`src/rtl/fnn_pkg.sv`:
```
// Shared types and constants for the fully-connected layer datapath.
package fnn_pkg;

  localparam int unsigned ACT_W = 8;
  localparam int unsigned MAG_W = 7;
  localparam logic [MAG_W-1:0] ACT_MAX = 7'd127;

  // Sign-magnitude activation: bit 7 sign, bits 6:0 magnitude.
  typedef struct packed {
    logic             sign;
    logic [MAG_W-1:0] mag;
  } act_t;

  typedef enum logic {
    FILL,
    HOLD
  } state_e;

endpackage

```
`src/rtl/sm_requant.sv`:
```
// Combinational requantizer: wide sign-magnitude MAC result -> 8-bit sign-magnitude activation.
// Round-half-up right shift, saturate to 127, never emit negative zero.
// Optional macro RELU_EN: negative inputs map to 8'h00.
module sm_requant
  import fnn_pkg::*;
#(
  parameter int unsigned IN_W  = 20,
  parameter int unsigned SHIFT = 8
) (
  input  logic [IN_W-1:0] in_data_i,
  output act_t            act_o
);

  // Half of one output LSB; zero when no shift is applied.
  localparam logic [IN_W-1:0] Rnd =
      (SHIFT == 0) ? '0 : (IN_W'(1) << ((SHIFT == 0) ? 0 : SHIFT - 1));

  logic             sign;
  logic [IN_W-1:0]  mag_ext;
  logic [IN_W-1:0]  sum;
  logic [IN_W-1:0]  shifted;
  logic [MAG_W-1:0] mag_sat;

  // Magnitude is zero-extended by one bit, so the rounding add cannot overflow.
  assign sign    = in_data_i[IN_W-1];
  assign mag_ext = {1'b0, in_data_i[IN_W-2:0]};
  assign sum     = mag_ext + Rnd;
  assign shifted = sum >> SHIFT;

  // Saturate, then suppress negative zero (and negatives entirely under RELU_EN).
  always_comb begin
    act_o   = '0;
    mag_sat = (shifted > IN_W'(ACT_MAX)) ? ACT_MAX : shifted[MAG_W-1:0];
    if (mag_sat != '0) begin
      act_o.sign = sign;
      act_o.mag  = mag_sat;
    end
`ifdef RELU_EN
    if (sign) begin
      act_o = '0;
    end
`endif
  end

endmodule

```
`src/rtl/act_packer.sv`:
```
// Streaming requantizer/packer: collects N_OUT requantized activations into a flat vector and
// holds it under valid/ready until the next layer takes it. Optional macro RELU_EN (see
// sm_requant) clamps negative activations to zero.
module act_packer
  import fnn_pkg::*;
#(
  parameter int unsigned N_OUT = 30,
  parameter int unsigned IN_W  = 20,
  parameter int unsigned SHIFT = 8
) (
  input  logic                         clk,
  input  logic                         rst_n,
  input  logic                         in_valid,
  output logic                         in_ready,
  input  logic [IN_W-1:0]              in_data,
  input  logic                         flush,
  output logic                         out_valid,
  input  logic                         out_ready,
  output logic [N_OUT*ACT_W-1:0]       out_vec,
  output logic [$clog2(N_OUT+1)-1:0]   out_lanes
);

  localparam int unsigned LW = $clog2(N_OUT + 1);

  state_e                 state_q, state_d;
  logic [LW-1:0]          idx_q, idx_d;
  logic [LW-1:0]          lanes_q, lanes_d;
  logic [N_OUT*ACT_W-1:0] vec_q, vec_d;
  act_t                   act;
  logic                   accept;

  sm_requant #(
    .IN_W  (IN_W),
    .SHIFT (SHIFT)
  ) u_requant (
    .in_data_i (in_data),
    .act_o     (act)
  );

  assign in_ready  = (state_q == FILL);
  assign out_valid = (state_q == HOLD);
  assign out_vec   = vec_q;
  assign out_lanes = lanes_q;
  assign accept    = in_ready && in_valid;

  // State, lane index and lane registers with synchronous active-low reset.
  always_ff @(posedge clk) begin
    if (!rst_n) begin
      state_q <= FILL;
      idx_q   <= '0;
      lanes_q <= '0;
      vec_q   <= '0;
    end else begin
      state_q <= state_d;
      idx_q   <= idx_d;
      lanes_q <= lanes_d;
      vec_q   <= vec_d;
    end
  end

  // Next-state: write lanes while filling, close on last lane or flush, clear on handoff.
  always_comb begin
    state_d = state_q;
    idx_d   = idx_q;
    lanes_d = lanes_q;
    vec_d   = vec_q;
    unique case (state_q)
      FILL: begin
        if (accept) begin
          for (int i = 0; i < int'(N_OUT); i++) begin
            if (LW'(i) == idx_q) begin
              vec_d[ACT_W*i +: ACT_W] = act;
            end
          end
          idx_d = idx_q + 1'b1;
          if (idx_q == LW'(N_OUT - 1) || flush) begin
            state_d = HOLD;
            lanes_d = idx_q + 1'b1;
          end
        end else if (flush && idx_q != '0) begin
          state_d = HOLD;
          lanes_d = idx_q;
        end
      end
      HOLD: begin
        if (out_ready) begin
          state_d = FILL;
          idx_d   = '0;
          lanes_d = '0;
          vec_d   = '0;
        end
      end
      default: state_d = FILL;
    endcase
  end

endmodule

```
`config.mk`:
```
export PLATFORM = sky130hd
export DESIGN_NAME = act_packer
export DESIGN_NICKNAME = d
export VERILOG_FILES = /design/src/rtl/fnn_pkg.sv /design/src/rtl/sm_requant.sv /design/src/rtl/act_packer.sv
export SDC_FILE = /design/constraint.sdc
export NUM_CORES = 1
export LEC_CHECK = 0
export CAP_MARGIN = 10
export CORE_ASPECT_RATIO = 0.7
export CORE_UTILIZATION = 48
export DETAILED_ROUTE_END_ITERATION = 10
export PLACE_DENSITY_LB_ADDON = 0.2
export SETUP_SLACK_MARGIN = 0.5
export SYNTH_ARGS = -nofsm -noshare
export SYNTH_HDL_FRONTEND = slang
export SYNTH_SLANG_ARGS = --single-unit
```
`constraint.sdc`:
```
create_clock -name clk -period 2.6 [get_ports clk]
set_clock_uncertainty 0.15 [all_clocks]
set_input_delay 0.52 -clock clk [delete_from_list [all_inputs] [get_ports clk]]
set_output_delay 0.52 -clock clk [all_outputs]
set_load 0.01 [all_outputs]
```
# Yosys cells after proc, flatten, opt, wreduce, memory -nomap -nowiden
# Cells that the tools add are included.
[totals] elab_cells=186 inputBits=25 register_bits=251 output_inout_bits=247
[op_classes] n_mux=47 order_cmp=1 addsub=2 bitwise_logic=1 n_reduce_logical=38 eq_ne=64
[op_table] cell="240-bit 2-to-1 mux" count=2
[op_table] cell="240-bit case mux with 2 select lines" count=1
[op_table] cell="8-bit 2-to-1 mux" count=31
[op_table] cell="3-bit AND reduction" count=31
[op_table] cell="5-bit == test (first input constant)" count=14
[op_table] cell="2-bit by 1-bit != test with 1-bit output (second input constant)" count=31
[op_table] cell="4-bit by 5-bit == test with 1-bit output (first input constant)" count=8
[op_table] cell="5-bit 2-to-1 mux" count=5
[op_table] cell="19-bit by 8-bit adder with 20-bit output (second input constant)" count=1
[op_table] cell="3-bit by 5-bit == test with 1-bit output (first input constant)" count=4
[op_table] cell="5-bit case mux with 2 select lines" count=2
[op_table] cell="12-bit by 7-bit greater-than comparator with 1-bit output (second input constant)" count=1
[op_table] cell="2-bit by 5-bit == test with 1-bit output (first input constant)" count=2
[op_table] cell="7-bit 2-to-1 mux" count=1
[op_table] cell="7-bit nonzero test" count=1
[op_table] cell="5-bit by 1-bit adder with 5-bit output (second input constant)" count=1
[op_table] cell="1-bit by 5-bit == test with 1-bit output (first input constant)" count=1
[op_table] cell="5-bit == test (second input constant)" count=1
[op_table] cell="5-bit logical NOT" count=1
[op_table] cell="5-bit nonzero test" count=1
[op_table] cell="1-bit 2-to-1 mux" count=4
[op_table] cell="3-bit by 1-bit != test with 1-bit output (second input constant)" count=1
[op_table] cell="3-bit by 2-bit != test with 1-bit output (second input constant)" count=1
[op_table] cell="1-bit logical AND" count=2
[op_table] cell="5 further kinds" count=5

# Longest topological paths before layout
[depth] word_depth=8 mapped_depth=9 depth_no_buf=7

# Hierarchy
# Synthesis repeated with hierarchy kept, for this count alone.
[hier_totals] cells_unflattened=1269 hier_area_um2=10615.2
[modules_own_cells] mod="act_packer" area_each_um2=10311.1 cells_per_inst=1229 seq_area_each_um2=5024.8 instances=1
[modules_own_cells] mod="sm_requant" area_each_um2=304.0 cells_per_inst=40 seq_area_each_um2=0.0 instances=1

# Least setup slack after synthesis
# Ideal clock, no wire load.
[synth_timing] path_type="register to register" start="register idx_q[0]" end="register lanes_q[4] (netlist: out_lanes[4])" setup_time_ns=0.058 path_buffers=2 path_stages_with_launch=10 arrival_time_ns=2.170 slack_ns=0.221 required_ns=2.392 period_less_slack_ns=2.379 path_cell_list="dfxtp_1 > clkbuf_1 > inv_1 > ha_1 > buf_2 > or4b_2 > a221oi_4 > a21oi_1 > nor2b_1 > o21a_1"
[synth_via] elab_chain_len=4 word_cells_on_any_way=11
[synth_rtl] item="from (decl)" line_no="act_packer.sv:26" rtl="logic [LW-1:0] idx_q, idx_d;"
[synth_rtl] item="from (signal assigned)" line_no="act_packer.sv:55" rtl="idx_q <= idx_d;"
[synth_rtl] item="5-bit by 1-bit adder with 5-bit output, or another cell as far along" line_no="act_packer.sv:78" rtl="lanes_d = idx_q + 1'b1;"
[synth_rtl] item="5-bit 2-to-1 mux, or another cell as far along" line_no="act_packer.sv:76" rtl="if (idx_q == LW'(N_OUT - 1) || flush) begin"
[synth_rtl] item="5-bit 2-to-1 mux, or another cell as far along" line_no="act_packer.sv:69" rtl="if (accept) begin"
[synth_rtl] item="5-bit case mux with 2 select lines / 3-bit AND reduction (equally long branches)"
[synth_rtl] item="to (signal assigned)" line_no="act_packer.sv:56" rtl="lanes_q <= lanes_d;"
[synth_rtl] item="to (decl)" line_no="act_packer.sv:27" rtl="logic [LW-1:0] lanes_q, lanes_d;"
# Several ways; a longest one is shown, not always the timed one. The select of a mux whose other input is x is not followed.
# A chain may end at the register's enable or synchronous reset.

# Worst setup path in the final report
[layout_timing] start="register vec_q[238] (netlist: out_vec[238])" end="output port out_vec[238]"
[layout_rtl] item="from (decl)" line_no="act_packer.sv:28" rtl="logic [N_OUT*ACT_W-1:0] vec_q, vec_d;"
[layout_rtl] item="from (signal assigned)" line_no="act_packer.sv:57" rtl="vec_q <= vec_d;"
[layout_rtl] item="to (decl)" line_no="act_packer.sv:19" rtl="output logic [N_OUT*ACT_W-1:0] out_vec,"
# No word-level cell between the ends.

==> reports/metrics.yaml <==
worst_setup_path:
  critPathKind: "reg -> out"
  worst_path_largest_cell_delay_ps: 560
  critical_path.top_delay_family: "buffers and inverters"
  arrival_ps: 1430
  path_buf_inv: 1
  worstSetupStartpointType: "flop"
  end_kind: "output port"
  required_ps: 1930
  crit_slowest_cell: "clkdlybuf4s50_1"
  path_max_fanout: 2
  cp_cell_sequence: "clkdlybuf4s50_1"
power_and_ir_drop:
  power_density_nw_per_um2: 580
  p_leak_nw: 7.50
  ir_drop_v: 0.000424
die:
  die_h_um: 122
  die_w_um: 173
  io_pins: 272
  rows: 43
  core_area_um2: 20000
  initial_core_util_pct: 49.3
  die_area_um2: 21100
global_route:
  grt_pass1_wl_um: 50700
  grt_max_degree: 150
  track_usage_pct: 30.6
  antenna_found_initial: 0
  first_global_vias: 9001
  gr-total-overflow: 0
synth:
  synth.distinct_cells: 50
  yosys_warnings: 0
  yosysMostFrequentCell: "dfxtp_1"
  ys_seq_elements: 251
  synth_flop_cell: "dfxtp_1"
  yosys-top-cells-area: "dfxtp_1 (51%), nand3_1 (13%), a21boi_0 (7.8%)"
  synth.avg_cell_area_um2: 8.61
  synth_seq_area_share_pct: 51.1
  postSynth.asyncResetShare_pct: 0
  synthesis.nets: 1174
  synth.largest_area_cell: "dfxtp_1"
  synth-edff-count: 0
  netlist_area_um2: 9840
  synth_top_cell_area_share_pct: 51.1
  synthTopCellsByCount: "dfxtp_1 (251), nand3_1 (246), o21ai_0 (117), a21boi_0 (102), nand2_1 (90)"
  synthCells: 1143
cts:
  path_clk_slew_ps: 70
  cts_buffer_depth: 3
  cts.htree.levels: 1
  clock_sinks: 251
  clockRootBuffer: "clkbuf_16"
  cts_tree: "done"
  cts_hold_repair.buffers: 0
  clk_latency_ps: 530
  cts_buffers: 25
route:
  drtPass1Iterations: 5
  drt.antenna.violating_nets: 0
  m1WireLength_um: 15300
  vias: 9866
  drt-initial-drc-count: 859
  drc: 0
  vias_per_cell: 5.74
  routedWlPerCell_um: 19.7
  routed_wl_um: 34000
  topRoutingLayerUsed: "met4"
  met2_length_um: 15300
  dr_wl_met3_um: 2530
sta:
  max_freq_mhz: 476
  setup_viol: 0
  fin_ws_ps: 500
  slew_viol_final: 0
  finalHoldViolCount: 0
  slew_headroom_pct: 56.7
  rsz0062_at_grt: "yes"
  fin_hold_ws_ps: 307
  fin_crit_sh_pct: 80.8
  tightest_slew_ps: 649
  fin_crit_ps: 2100
finish:
  area_growth_syn_to_layout_pct: 49.5
  fin_nets: 1467
  drive_gt1_share_pct: 14.4
  final_cell_area_um2: 14700
  nFillCells: 1455
  num_antenna_cells: 0
placement:
  place.gp.congestion: 0.906
  port_buffers: 264
  dp_hpwl_um: 22900
  place_area_um2: 13400
  post-place-ws_ps: -310
min_path:
  hold_path.class: "reg -> reg"
status:
  outcome: "finished, final reports clean"
run:
  drv_cap: 0
power by group:
group | total (mW) | internal, mW | switching, mW
clock network | 3.61 | 2.10 | 1.51
logic | 0.929 | 0.383 | 0.546
registers | 3.99 | 3.93 | 0.0570
cell families after synthesis:
logic type	share of synthesized area, %
AO/OA/AOI/OAI	18.2
XOR/XNOR	0.534
adder cells (fa/ha/maj)	0.763
buffers and inverters	4.40
flip-flops	51.1
multiplexers	0.102
AND/OR/NAND/NOR	25.0
cells in the final DEF, fill, tap and decap left out, types with 5 or more instances in the layout:
cell type | netlist | routed
dfxtp_1 | 251 | 247
nand3_1 | 246 | 243
dlymetal6s2s_1 | 0 | 120
o21ai_0 | 117 | 104
a21boi_0 | 102 | 91
nand2_1 | 90 | 79
buf_4 | 2 | 77
clkdlybuf4s50_1 | 0 | 69
dlygate4sd2_1 | 0 | 64
nand2b_1 | 46 | 46
nor2_1 | 44 | 37
o21ai_1 | 22 | 31
clkbuf_16 | 0 | 25
buf_12 | 0 | 20
nand4_1 | 17 | 17
a31oi_1 | 16 | 16
nor2b_1 | 17 | 14
a21boi_1 | 2 | 13
nand2_2 | 1 | 11
nor2_2 | 0 | 6
buf_6 | 0 | 6
o21a_1 | 5 | 5
clkbuf_8 | 0 | 5
clkbuf_2 | 1 | 5
through the flow:
step / instances / setup TNS, ps / utilization [%] / total power, mW
global route: 1720 / 0 / 73.7 / 8.77
finish: 1720 / 0 / 73.7 / 8.53
global placement: 1663 / -18800 / 67.0 / 4.93
CTS: 1713 / 0 / 71.5 / 8.50
detailed placement: 1663 / -31680 / 67.0 / 4.95
floorplan: 1143 / 0 / - / 4.50
metal layers:
layer / GRT usage, % / up-vias
met3: 5.87 / 63
met1: 43.3 / 4761
met5: 0 / -
li1: - / 4595
met2: 47.5 / 447
met4: 9.24 / 0
what timing repair did:
item                       4_1_cts  5_1_grt
cloned                           2        0
setup buffers                    7        7
setup endpoints to repair      273      324
gates resized for setup        109      161
pin swaps                        7        4
flip-flops by register name, indices dropped and copies added (netlist names):
register,flops
out_lanes,5
idx_q,5
out_vec,240
out_valid,1
cell type report:
cell class | instances | area [um2] | area share (%)
flip-flops and latches | 251 | 5030 | 34.2
well taps | 270 | 338 | 2.30
inverters | 5 | 21.3 | 0.145
clock inverters | 7 | 100 | 0.681
clock buffers | 34 | 709 | 4.82
multi-input cells | 785 | 4600 | 31.3
repair buffers | 368 | 3900 | 26.5
worst paths after layout:
| check | startpoint | depth (start not counted) | to | slack (ps) |
|---|---|---|---|---|
| max | out_vec[238]$_SDFFE_PN0P_ | 1 | out_vec[238] | 500 |
| min | out_vec[119]$_SDFFE_PN0P_ | 2 | out_vec[119]$_SDFFE_PN0P_ | 310 |
| max reg2reg | idx_q[1]$_SDFFE_PN0P_ | 6 | out_vec[18]$_SDFFE_PN0P_ | 550 |
| min reg2reg | out_vec[119]$_SDFFE_PN0P_ | 2 | out_vec[119]$_SDFFE_PN0P_ | 310 |
Power figures use the tool's default switching activity.
